### src/rtl/bus_pkg.sv
// Shared constants for the debug register bus and the arbiter state encoding.
// The logic-analyzer cores on the chain reuse the bus widths.
package bus_pkg;

    localparam int BUS_ADDR_W = 16;
    localparam int BUS_DATA_W = 16;

    typedef enum logic [1:0] {
        IDLE  = 2'd0,
        ISSUE = 2'd1,
        WAIT  = 2'd2,
        RESP  = 2'd3
    } arb_state_t;

endpackage

### src/rtl/bus_arbiter.sv
// Two-master round-robin arbiter for the daisy-chained debug register bus.
// One request in flight; the response is matched on addr/rw at the chain tail or times out.
module bus_arbiter
    import bus_pkg::*;
#(
    parameter int TIMEOUT = 64
) (
    input  logic                  clk,
    input  logic                  rst,
    input  logic [BUS_ADDR_W-1:0] m0_addr_i,
    input  logic [BUS_ADDR_W-1:0] m1_addr_i,
    input  logic [BUS_DATA_W-1:0] m0_wdata_i,
    input  logic [BUS_DATA_W-1:0] m1_wdata_i,
    input  logic                  m0_rw_i,
    input  logic                  m1_rw_i,
    input  logic                  m0_valid_i,
    input  logic                  m1_valid_i,
    output logic                  m0_ready_o,
    output logic                  m1_ready_o,
    output logic [BUS_DATA_W-1:0] m0_rdata_o,
    output logic [BUS_DATA_W-1:0] m1_rdata_o,
    output logic                  m0_rvalid_o,
    output logic                  m1_rvalid_o,
    output logic                  m0_err_o,
    output logic                  m1_err_o,
    output logic [BUS_ADDR_W-1:0] addr_o,
    output logic [BUS_DATA_W-1:0] wdata_o,
    output logic [BUS_DATA_W-1:0] rdata_o,
    output logic                  rw_o,
    output logic                  valid_o,
    input  logic [BUS_ADDR_W-1:0] addr_i,
    input  logic [BUS_DATA_W-1:0] wdata_i,
    input  logic [BUS_DATA_W-1:0] rdata_i,
    input  logic                  rw_i,
    input  logic                  valid_i,
    output logic                  busy_o,
    output logic                  grant_o
);

    localparam int TW = $clog2(TIMEOUT + 1);

    arb_state_t            state;
    logic [TW-1:0]         timer;
    logic [BUS_ADDR_W-1:0] req_addr;
    logic                  req_rw;
    logic                  last;
    logic                  sel;
    logic                  take;
    logic                  match;
    logic                  expired;
    logic [BUS_ADDR_W-1:0] sel_addr;
    logic [BUS_DATA_W-1:0] sel_wdata;
    logic                  sel_rw;
    logic                  unused_tail;

    // On contention the master not granted last time wins; a lone requester always wins.
    assign sel        = (m0_valid_i && m1_valid_i) ? ~last : m1_valid_i;
    assign take       = (state == IDLE) && (m0_valid_i || m1_valid_i);
    assign m0_ready_o = take && !sel;
    assign m1_ready_o = take && sel;

    assign sel_addr   = sel ? m1_addr_i  : m0_addr_i;
    assign sel_wdata  = sel ? m1_wdata_i : m0_wdata_i;
    assign sel_rw     = sel ? m1_rw_i    : m0_rw_i;

    assign match      = valid_i && (addr_i == req_addr) && (rw_i == req_rw);
    assign expired    = (timer == TW'(TIMEOUT - 1));
    assign rdata_o    = '0;
    assign unused_tail = ^wdata_i;

    always_ff @(posedge clk) begin
        if (rst) begin
            state       <= IDLE;
            timer       <= '0;
            req_addr    <= '0;
            req_rw      <= 1'b0;
            last        <= 1'b1;
            addr_o      <= '0;
            wdata_o     <= '0;
            rw_o        <= 1'b0;
            valid_o     <= 1'b0;
            busy_o      <= 1'b0;
            grant_o     <= 1'b0;
            m0_rdata_o  <= '0;
            m1_rdata_o  <= '0;
            m0_rvalid_o <= 1'b0;
            m1_rvalid_o <= 1'b0;
            m0_err_o    <= 1'b0;
            m1_err_o    <= 1'b0;
        end else begin
            valid_o     <= 1'b0;
            addr_o      <= '0;
            wdata_o     <= '0;
            rw_o        <= 1'b0;
            m0_rvalid_o <= 1'b0;
            m1_rvalid_o <= 1'b0;
            case (state)
                IDLE: begin
                    if (take) begin
                        state    <= ISSUE;
                        busy_o   <= 1'b1;
                        grant_o  <= sel;
                        last     <= sel;
                        req_addr <= sel_addr;
                        req_rw   <= sel_rw;
                        addr_o   <= sel_addr;
                        wdata_o  <= sel_wdata;
                        rw_o     <= sel_rw;
                        valid_o  <= 1'b1;
                    end
                end
                ISSUE: begin
                    timer <= '0;
                    state <= WAIT;
                end
                WAIT: begin
                    // A matching beat on the expiry cycle still counts as a response.
                    if (match || expired) begin
                        state <= RESP;
                        if (grant_o) begin
                            m1_rvalid_o <= 1'b1;
                            m1_rdata_o  <= match ? rdata_i : '0;
                            m1_err_o    <= !match;
                        end else begin
                            m0_rvalid_o <= 1'b1;
                            m0_rdata_o  <= match ? rdata_i : '0;
                            m0_err_o    <= !match;
                        end
                    end else begin
                        timer <= timer + 1'b1;
                    end
                end
                RESP: begin
                    state  <= IDLE;
                    busy_o <= 1'b0;
                end
                default: state <= IDLE;
            endcase
        end
    end

endmodule

### config.mk
export PLATFORM = sky130hd
export DESIGN_NAME = bus_arbiter
export DESIGN_NICKNAME = d
export VERILOG_FILES = /design/src/rtl/bus_pkg.sv /design/src/rtl/bus_arbiter.sv
export SDC_FILE = /design/constraint.sdc
export NUM_CORES = 1
export LEC_CHECK = 0
export ABC_AREA = 1
export BUFFER_PORTS_ARGS = -buffer_cell sky130_fd_sc_hd__buf_4
export CELL_PAD_IN_SITES_DETAIL_PLACEMENT = 1
export CELL_PAD_IN_SITES_GLOBAL_PLACEMENT = 1
export CORE_MARGIN = 1
export CORE_UTILIZATION = 31
export CTS_CLUSTER_DIAMETER = 30
export CTS_CLUSTER_SIZE = 30
export DETAILED_ROUTE_END_ITERATION = 8
export HOLD_SLACK_MARGIN = 0.06
export PLACE_DENSITY_LB_ADDON = 0.1
export SETUP_SLACK_MARGIN = 0.02
export SLEW_MARGIN = 15
export SYNTH_ARGS = -nofsm -noshare
export SYNTH_HDL_FRONTEND = slang
export SYNTH_SLANG_ARGS = --single-unit
export TNS_END_PERCENT = 1
### constraint.sdc
create_clock -name clk -period 2.1 [get_ports clk]
set_input_delay 0.525 -clock clk [delete_from_list [all_inputs] [get_ports clk]]
set_output_delay 0.525 -clock clk [all_outputs]
set_load 0.01 [all_outputs]
==> results of run 1 <==
registers in the layout, indices dropped and copies added, names as in the netlist:
name and count:
req_rw 1, req_addr 16, m0_err_o 1, valid_o 1, addr_o 16, grant_o 1, state 2, m0_rvalid_o 1
timer 7, rw_o 1, wdata_o 16, m1_err_o 1, m1_rvalid_o 1, busy_o 1, m0_rdata_o 16, last 1
m1_rdata_o 16
stage by stage:
stage / hold WS, ns / setup TNS [ns]
2_1_floorplan: 0.4287 / 0
3_3_place_gp: 0.4522 / 0
3_5_place_dp: 0.4673 / 0
4_1_cts: 0.4126 / 0
5_1_grt: 0.4154 / -0.001950
6_report: 0.4208 / 0
layer usage:
metal | wire, µm | vias to the layer above
met1 | 5706 | 2001
met4 | 228 | 0
met3 | 776 | 14
met2 | 6631 | 112
li1 | - | 2211
met5 | 0 | -
worst max-delay path, cell delays in order (launching register included):
cell and delay (ns):
dfxtp_1 0.36, inv_2 0.09, ha_2 0.18, inv_1 0.06, a21oi_2 0.12, inv_1 0.09
nor2_1 0.09, buf_4 0.13
Yosys cell counts:
master / instances / area [µm²]
nand2_1: 193 / 724.4
nor2_1: 112 / 420.4
dfxtp_1: 99 / 1982
inv_1: 86 / 322.8
a21oi_1: 44 / 220.2
a31o_2: 17 / 148.9
buf_4: 16 / 120.1
clkbuf_1: 15 / 56.30
nand3_1: 8 / 40.04
buf_2: 6 / 30.03
ha_1: 6 / 75.07
buf_6: 4 / 45.04
o21ai_0: 4 / 20.02
xnor2_1: 4 / 35.03
nand3_4: 3 / 52.55
nand4_1: 3 / 18.77
nor2_2: 3 / 18.77
a21boi_0: 1 / 7.510
buf_1: 1 / 3.750
conb_1: 1 / 3.750
inv_2: 1 / 3.750
nand2_4: 1 / 11.26
nand3_2: 1 / 10.01
or2_1: 1 / 6.260
xor2_1: 1 / 8.760
worst max path at each step:
stage	end	slack, ns
2_1_floorplan	m0_ready_o	0.07
3_3_place_gp	timer[4]	0.12
3_5_place_dp	req_addr[10]	0.04
4_1_cts	req_addr[10]	0.04
5_1_grt	m0_ready_o	-0.002
6_report	m0_ready_o	0.1
area by class of cell:
cell class	instances	area, µm²	area share, %
repair buffers	189	1481	23.89
flip-flops and latches	99	1983	31.97
clock buffers	13	260.3	4.196
well taps	180	225.2	3.631
clock inverters	2	35.03	0.5649
multi-input cells	418	1887	30.42
inverters	87	330.3	5.326
layout by cell type (no fill, tap or decap), types with 2 or more instances in the layout:
cell	synthesis	final
ha_1	6	5
inv_1	86	82
a21oi_1	44	43
dfxtp_1	99	98
a31o_2	17	17
buf_12	0	5
nand4_1	3	3
inv_2	1	4
clkbuf_8	0	2
nand2_1	193	192
nor2_1	112	112
clkbuf_16	0	9
clkbuf_1	15	2
nand3_4	3	3
conb_1	1	16
nor2_2	3	3
o21ai_0	4	4
nand3_1	8	8
xnor2_1	4	4
buf_4	16	184
cell families (layout without fill, tap and decap cells):
kind of cell / after synthesis / in the layout / share of synthesized area (%)
compound gates: 66 / 66 / 9.044
buf+inv: 129 / 291 / 13.27
xor+xnor: 5 / 5 / 0.9985
fa+ha+maj: 6 / 6 / 1.712
simple gates: 325 / 325 / 29.70
flops: 99 / 99 / 45.19
other cells: 1 / 16 / 0.08551
power groups by stage:
stage                     Sequential, mW  Clock, mW  Combinational, mW
after floorplan                     2.37          0              0.718
after global placement              2.33          0               1.34
after detailed placement            2.34          0               1.39
after CTS                           2.30       1.74               1.40
after global routing                2.33       1.82               1.59
final                               2.30       1.69               1.41
timing repair:
item | CTS | global route
endpoints found under the setup margin | 2 | 32
hold buffers | 0 | 0
resized for setup | 2 | 5
setup buffers | 0 | 1
==> results.sh, run 1 <==
export IMPL_critPathRequiredTime_ns=1.57
export IMPL_finish_utilization_pct=44.86
export IMPL_power_mw=5.401
export IMPL_clock_fmax_mhz=500.0
export IMPL_critPathLaunchType="register"
export IMPL_grt_pass1_wl_um=21290
export IMPL_drive_above_1_share_pct=29.21
export IMPL_grt_max_degree=36
export IMPL_ctsRootBufferMaster="clkbuf_16"
export IMPL_hp_start="rst"
export IMPL_synthToLayoutAreaGrowth_pct=41.43
export IMPL_gr_total_overflow=0
export IMPL_antenna_cells=0
export IMPL_power_internal_mw=3.764
export IMPL_crit_type="reg -> out"
export IMPL_die_h_um=120.9
export IMPL_fin_crit_sh_pct=95.24
export IMPL_min_period_ns=2.000
export IMPL_postSynthCellCount=631
export IMPL_synth_seq_area_share_pct=45.19
export IMPL_arrival_ns=1.48
export IMPL_clk_pin_slew_ns=0.07
export IMPL_io_buffers=177
export IMPL_routed_wl_um=13340
export IMPL_drtPass1Iterations=4
export IMPL_dp_cells=972
export IMPL_dpl_hpwl_um=10020
export IMPL_finClkSkew_ns=0.007813
export IMPL_hold_class="in -> reg"
export IMPL_worst_slack_ns=0.09994
export IMPL_track_usage_pct=18.76
export IMPL_drv_cap=0
export IMPL_std_cell_rows=43
export IMPL_ios=210
export IMPL_pwr_share_seq_pct=42.6
export IMPL_avgSynthCellArea_um2=6.950
export IMPL_drtAntennaViolNets=0
export IMPL_r2r_start="timer[0]"
export IMPL_fin_nets=930
export IMPL_rsz0062_at_grt="true"
export IMPL_die_x_um=120.9
export IMPL_wl_per_cell_um=13.51
export IMPL_cts_buffers=9
export IMPL_whs_path_depth=2
export IMPL_powerDensity_nw_per_um2=870.8
export IMPL_yosysWarnings=0
export IMPL_antenna_found_initial=0
export IMPL_status="finished, final reports clean"
export IMPL_nFillCells=1772
export IMPL_r2r_end="m1_rdata_o[8]"
export IMPL_dp_slack_ns=0.04498
export IMPL_drtIter0Drc=146
export IMPL_grt_pass1_vias=4506
export IMPL_ff2ff_path_depth=10
export IMPL_placed_cell_area_um2=5873
export IMPL_tritoncts="yes"
export IMPL_post_route_cell_area_um2=6202
export IMPL_synth_cell_type_count=25
export IMPL_endpoint_kind="primary output"
export IMPL_setup_viol=0
export IMPL_drcViolationCount=0
export IMPL_holdPathEnd="grant_o"
export IMPL_dieArea_um2=14630
export IMPL_ctsLongestPathBuffers=2
export IMPL_startpoint="state[1]"
export IMPL_cts_max_level=3
export IMPL_peakVddDrop_v=0.0003735
export IMPL_pwr_share_comb_pct=26.1
export IMPL_p_leak_nw=3.359
export IMPL_gp_congestion=0.7317
export IMPL_r2r_slack_ns=0.23
export IMPL_synth_area_um2=4385
export IMPL_ys_ff_latch=99
export IMPL_final_hold_viol_count=0
export IMPL_start_util_pct=31.72
export IMPL_avgViaCountPerCell=4.391
export IMPL_use_met1_pct=21.85
export IMPL_p_sw_share_pct=30.31
export IMPL_p_switching_mw=1.637
export IMPL_num_vias=4338
export IMPL_cts_sinks=99
export IMPL_use_met2_pct=33.00
export IMPL_crit_fanout=4
export IMPL_layoutNonFillerInstCount=988
export IMPL_clk_latency_ns=0.35
export IMPL_report_final_slew_viol_count=0
export IMPL_busiest_layer="met2"
export IMPL_clockPowerShare_pct=31.4
export IMPL_met3_usage_pct=4.323
export IMPL_core_area_um2=13830
Note: power is estimated with default switching activity, not from simulation.
==> run 2: changes to the inputs <==
SETUP_SLACK_MARGIN = 0.3   (was 0.02)
==> run 2 against run 1 <==
Effect of this change:
- combinational power grew 15%
- maximum frequency grew 3.0%
- sequential share of layout area shrank 0.59 points
- clock skew shrank 0.0022 ns
- critical endpoint unchanged
==> results.sh, run 2 (synthesis results as in run 1) <==
export IMPL_status="finished, final reports clean"
export IMPL_drcViolationCount=0
export IMPL_core_area_um2=13830
export IMPL_endpoint_kind="primary output"
export IMPL_crit_fanout=2
export IMPL_grt_max_degree=36
export IMPL_routed_wl_um=13170
export IMPL_finClkSkew_ns=0.005656
export IMPL_drv_cap=0
export IMPL_final_hold_viol_count=0
export IMPL_drtAntennaViolNets=0
export IMPL_nFillCells=1738
export IMPL_power_internal_mw=3.969
export IMPL_final_cell_mix="buf_4, nand2_1, nor2_1"
export IMPL_dieArea_um2=14630
export IMPL_setup_viol=0
export IMPL_grt_pass1_vias=4468
export IMPL_cts_buffers=9
export IMPL_grt_pass1_wl_um=21210
export IMPL_rsz0062_at_grt="true"
export IMPL_power_mw=5.637
export IMPL_final_common_cell="buf_4"
export IMPL_std_cell_rows=43
export IMPL_crit_type="reg -> out"
export IMPL_drtPass1Iterations=6
export IMPL_critPathLaunchType="register"
export IMPL_avgViaCountPerCell=4.413
export IMPL_clockPowerShare_pct=30.5
export IMPL_fin_crit_sh_pct=92.50
export IMPL_pwr_share_comb_pct=28.7
export IMPL_cpMostUsedCell="inv_2"
export IMPL_slowest_stage="dfxtp_2"
export IMPL_finish_utilization_pct=45.72
export IMPL_cpPeakStageDelay_ns=0.33
export IMPL_clk_pin_slew_ns=0.06
export IMPL_peakVddDrop_v=0.0003593
export IMPL_die_x_um=120.9
export IMPL_hold_class="in -> reg"
export IMPL_clock_fmax_mhz=514.8
export IMPL_path_cells="inv_2 -> ha_4 -> inv_2 -> a21oi_4 -> inv_2 -> buf_12 -> nor2_4 -> buf_6"
export IMPL_dpl_hpwl_um=9722
export IMPL_synthToLayoutAreaGrowth_pct=44.17
export IMPL_critPathRequiredTime_ns=1.57
export IMPL_gp_congestion=0.7391
export IMPL_io_buffers=177
export IMPL_pwr_share_seq_pct=40.8
export IMPL_cts_sinks=99
export IMPL_wl_per_cell_um=13.22
export IMPL_gr_total_overflow=0
export IMPL_tritoncts="yes"
export IMPL_fin_hold_ws_ns=0.4375
export IMPL_drive_above_1_share_pct=30.76
export IMPL_p_leak_nw=3.417
export IMPL_drtIter0Drc=168
export IMPL_arrival_ns=1.42
export IMPL_start_util_pct=31.72
export IMPL_powerDensity_nw_per_um2=891.5
export IMPL_die_h_um=120.9
export IMPL_track_usage_pct=18.49
export IMPL_p_switching_mw=1.668
export IMPL_cts_max_level=3
export IMPL_fin_nets=939
export IMPL_ios=210
export IMPL_setup_tns_ns=0
export IMPL_p_sw_share_pct=29.59
export IMPL_report_final_slew_viol_count=0
export IMPL_min_period_ns=1.942
export IMPL_ctsRootBufferMaster="clkbuf_16"
export IMPL_antenna_found_initial=0
export IMPL_antenna_cells=0
export IMPL_num_vias=4395
export IMPL_clk_latency_ns=0.34
export IMPL_ctsLongestPathBuffers=2
==> run 2: layout make-up <==
cell class | count | area [µm²] | share of cell area, %
Inverter | 87 | 330.3 | 5.225
Clock inverter | 3 | 65.06 | 1.029
Tap cell | 180 | 225.2 | 3.562
Sequential cell | 99 | 1984 | 31.39
Clock buffer | 11 | 232.7 | 3.681
Multi-Input combinational cell | 418 | 1919 | 30.36
Timing Repair Buffer | 198 | 1565 | 24.76
==> run 2: per-stage QoR <==
| stage | setup WS [ns] | instances | cell area (µm²) |
|---|---|---|---|
| floorplan | 0.3147 | 646 | 4449 |
| global placement | 0.1098 | 972 | 5853 |
| detailed placement | 0.01398 | 972 | 5853 |
| CTS | 0.1398 | 993 | 6269 |
| global route | 0.1069 | 996 | 6322 |
| finish | 0.1576 | 996 | 6322 |
==> run 2: metal layers <==
metal	track usage, %	part of all wire (%)
met2	33.82	50
met4	7.330	2.1
met1	20.65	42
met3	3.994	5.7
met5	0	0
==> run 2: what timing repair did <==
item	CTS	global route
hold endpoints to repair	0	0
setup buffers	6	3
resized for setup	14	5
endpoints found under the setup margin	78	96
pin swaps	1	1
cloned	1	0
hold buffers	0	0
==> run 2: power groups by stage <==
stage | clock network [mW] | logic, mW | registers (mW)
floorplan | 0 | 0.724 | 2.37
global placement | 0 | 1.32 | 2.32
detailed placement | 0 | 1.36 | 2.34
CTS | 1.77 | 1.57 | 2.30
global route | 1.84 | 1.80 | 2.33
finish | 1.72 | 1.62 | 2.30
==> run 2: worst paths after layout <==
check	startpoint	end	slack [ns]	cells after the start
max	state[0]	m0_ready_o	0.16	8
min	m1_wdata_i[7]	wdata_o[7]	0.44	3
max reg2reg	timer[0]	m1_rdata_o[11]	0.29	10
min reg2reg	req_addr[0]	req_addr[0]	0.49	1
==> run 2: worst max-delay path: cells and delay by family (launching register included) <==
family,cells,cell delay [ns]
AO/OA/AOI/OAI,1,0.12
adder cells (fa/ha/maj),1,0.14
buffers and inverters,5,0.42
flip-flops,1,0.33
AND/OR/NAND/NOR,1,0.07
==> run 3: changes to the inputs <==
--- a/config.mk
+++ b/config.mk
@@ -11,3 +11,3 @@
 export CELL_PAD_IN_SITES_GLOBAL_PLACEMENT = 1
-export CORE_MARGIN = 1
+export CORE_MARGIN = 1.5
 export CORE_UTILIZATION = 31
==> constraint.sdc (replaced) <==
create_clock -name clk -period 2 [get_ports clk]
set_input_delay 0.4 -clock clk [delete_from_list [all_inputs] [get_ports clk]]
set_output_delay 0.4 -clock clk [all_outputs]
set_load 0.01 [all_outputs]
==> run 3 against run 2 <==
Effect of this change:
- clock skew decreased by 0.0023 ns
- clock power fell by 3%
- cell count grew 1.3%
- register-to-register slack got worse by 0.09 ns
- sequential power rose by 5%
- count of clock-buffer cells in the layout grew 3
- sequential cell count did not move
- utilization is 1.2 points higher
- first-iteration DRC count fell by 23%
- worst setup slack better by 0.014 ns
- non-clock buffer count increased by 11
- critical path type unchanged
- highest routed layer unchanged
==> results.sh, run 3 (synthesis results as in run 1) <==
export IMPL_status="finished, final reports clean"
export IMPL_crit_fanout=3
export IMPL_wl_per_cell_um=13.75
export IMPL_cpPeakStageDelay_ns=0.32
export IMPL_ctsRootBufferMaster="clkbuf_16"
export IMPL_clock_fmax_mhz=546.8
export IMPL_tritoncts="yes"
export IMPL_die_x_um=121.9
export IMPL_p_leak_nw=3.490
export IMPL_path_cells="inv_2 -> ha_4 -> inv_2 -> a21oi_4 -> inv_2 -> buf_12 -> nor2_4 -> buf_6"
export IMPL_dr_wl_met2_um=6923
export IMPL_report_final_slew_viol_count=0
export IMPL_antenna_found_initial=0
export IMPL_finish_utilization_pct=46.93
export IMPL_crit_family="buffers and inverters"
export IMPL_hold_class="in -> reg"
export IMPL_peakVddDrop_v=0.0004686
export IMPL_worst_path_buf_inv=5
export IMPL_cts_buffers=9
export IMPL_drv_cap=0
export IMPL_synthToLayoutAreaGrowth_pct=47.96
export IMPL_critical_path_depth=8
export IMPL_drtIter0Drc=129
export IMPL_core_area_um2=13830
export IMPL_drtAntennaViolNets=0
export IMPL_slowest_stage="dfxtp_2"
export IMPL_fin_nets=950
export IMPL_final_common_cell="buf_4"
export IMPL_setup_tns_ns=0
export IMPL_start_util_pct=31.72
export IMPL_fin_crit_sh_pct=91.44
export IMPL_io_buffers=177
export IMPL_critPathLaunchType="register"
export IMPL_gr_total_overflow=0
export IMPL_die_h_um=121.9
export IMPL_dpl_hpwl_um=9603
export IMPL_routed_wl_um=13880
export IMPL_grt_pass1_wl_um=21430
export IMPL_drtPass1Iterations=4
export IMPL_gp_congestion=0.7555
export IMPL_drcViolationCount=0
export IMPL_powerDensity_nw_per_um2=906.5
export IMPL_wirelength_met1_um=5844
export IMPL_whs_path_depth=3
export IMPL_top_layer="met4"
export IMPL_ios=210
export IMPL_setup_viol=0
export IMPL_power_internal_mw=4.071
export IMPL_std_cell_rows=43
export IMPL_antenna_cells=0
export IMPL_arrival_ns=1.43
export IMPL_post_route_cell_area_um2=6489
export IMPL_placed_cell_area_um2=5861
export IMPL_track_usage_pct=18.43
export IMPL_endpoint_kind="primary output"
export IMPL_cpMostUsedCell="inv_2"
export IMPL_grt_pass1_vias=4563
export IMPL_clockPowerShare_pct=28.2
export IMPL_dieArea_um2=14870
export IMPL_rsz0062_at_grt="true"
export IMPL_grt_max_degree=56
export IMPL_cts_hold_buffers=0
export IMPL_p_switching_mw=1.811
export IMPL_drive_above_1_share_pct=32.09
export IMPL_final_cell_mix="buf_4, nand2_1, nor2_1"
export IMPL_p_sw_share_pct=30.79
export IMPL_min_period_ns=1.829
export IMPL_cts_max_level=3
export IMPL_wl_met3_um=804
export IMPL_avgViaCountPerCell=4.456
export IMPL_num_vias=4496
export IMPL_ff2ff_path_depth=11
export IMPL_ctsLongestPathBuffers=2
export IMPL_crit_type="reg -> out"
export IMPL_clk_pin_slew_ns=0.07
export IMPL_finClkSkew_ns=0.003309
export IMPL_pwr_share_comb_pct=30.6
export IMPL_pwr_share_seq_pct=41.2
export IMPL_critPathRequiredTime_ns=1.60
export IMPL_clk_latency_ns=0.34
export IMPL_final_hold_viol_count=0
export IMPL_cts_sinks=99
## run 3: changes by cell type in the layout (fill, tap and decap cells not counted), moves of 3 or more
| cell | previous run | this run |
|---|---|---|
| buf_4 | 192 | 197 |
| nor2_4 | 1 | 4 |
| nor2_2 | 4 | 0 |
| clkbuf_16 | 9 | 12 |
## run 3: worst paths after layout
check / startpoint / end / slack (ns)
min: m1_wdata_i[6] / wdata_o[6] / 0.31
min reg2reg: last / last / 0.48
max reg2reg: timer[0] / m0_rdata_o[10] / 0.20
max: state[1] / m0_ready_o / 0.17
## run 3: metal layers
| metal | track usage [%] | up-vias |
|---|---|---|
| met3 | 5.384 | 18 |
| li1 | - | 2250 |
| met1 | 20.59 | 2112 |
| met2 | 32.83 | 116 |
| met4 | 7.206 | 0 |
| met5 | 0 | - |
## run 3: metrics by stage
stage | setup WS (ns) | hold WS, ns | instances | power [mW]
3_5_place_dp | -0.01744 | 0.4616 | 972 | 3.902
5_1_grt | 0.07767 | 0.2966 | 1009 | 6.249
3_3_place_gp | 0.09816 | 0.4445 | 972 | 3.835
4_1_cts | 0.1393 | 0.2874 | 998 | 5.831
6_report | 0.1711 | 0.3063 | 1009 | 5.882
2_1_floorplan | 0.3107 | 0.4287 | 646 | 3.244
## run 3: cell type report
class / instances / area (µm²)
clock buffers: 14 / 264.0
clock inverters: 2 / 10.01
fillers: 1746 / 7338
inverters: 87 / 330.3
multi-input cells: 418 / 1949
flip-flops and latches: 99 / 1989
well taps: 180 / 225.2
repair buffers: 209 / 1720
## run 3: worst reg2reg max path, stage by stage, from the launching register on
cell       delay, ns
dfxtp_4         0.37
ha_4            0.14
nand2_2         0.06
nor2_4          0.12
nand3_2         0.08
or2_4           0.29
nand2_4         0.09
nand3_4         0.14
clkbuf_16       0.23
nand2_1         0.06
nand2_1         0.04
nor2_1          0.09
## run 3: timing repair
| action | CTS | global route |
|---|---|---|
| pin swaps | 1 | 7 |
| setup buffers | 9 | 8 |
| setup endpoints to repair | 96 | 97 |
| cloned | 1 | 3 |
| resized for setup | 16 | 15 |
## run 3: power groups by stage
stage	combinational [mW]	sequential (mW)	clock (mW)
2_1_floorplan	0.755	2.49	0
3_3_place_gp	1.40	2.44	0
3_5_place_dp	1.45	2.45	0
4_1_cts	1.71	2.41	1.70
5_1_grt	1.99	2.45	1.81
6_report	1.80	2.42	1.66
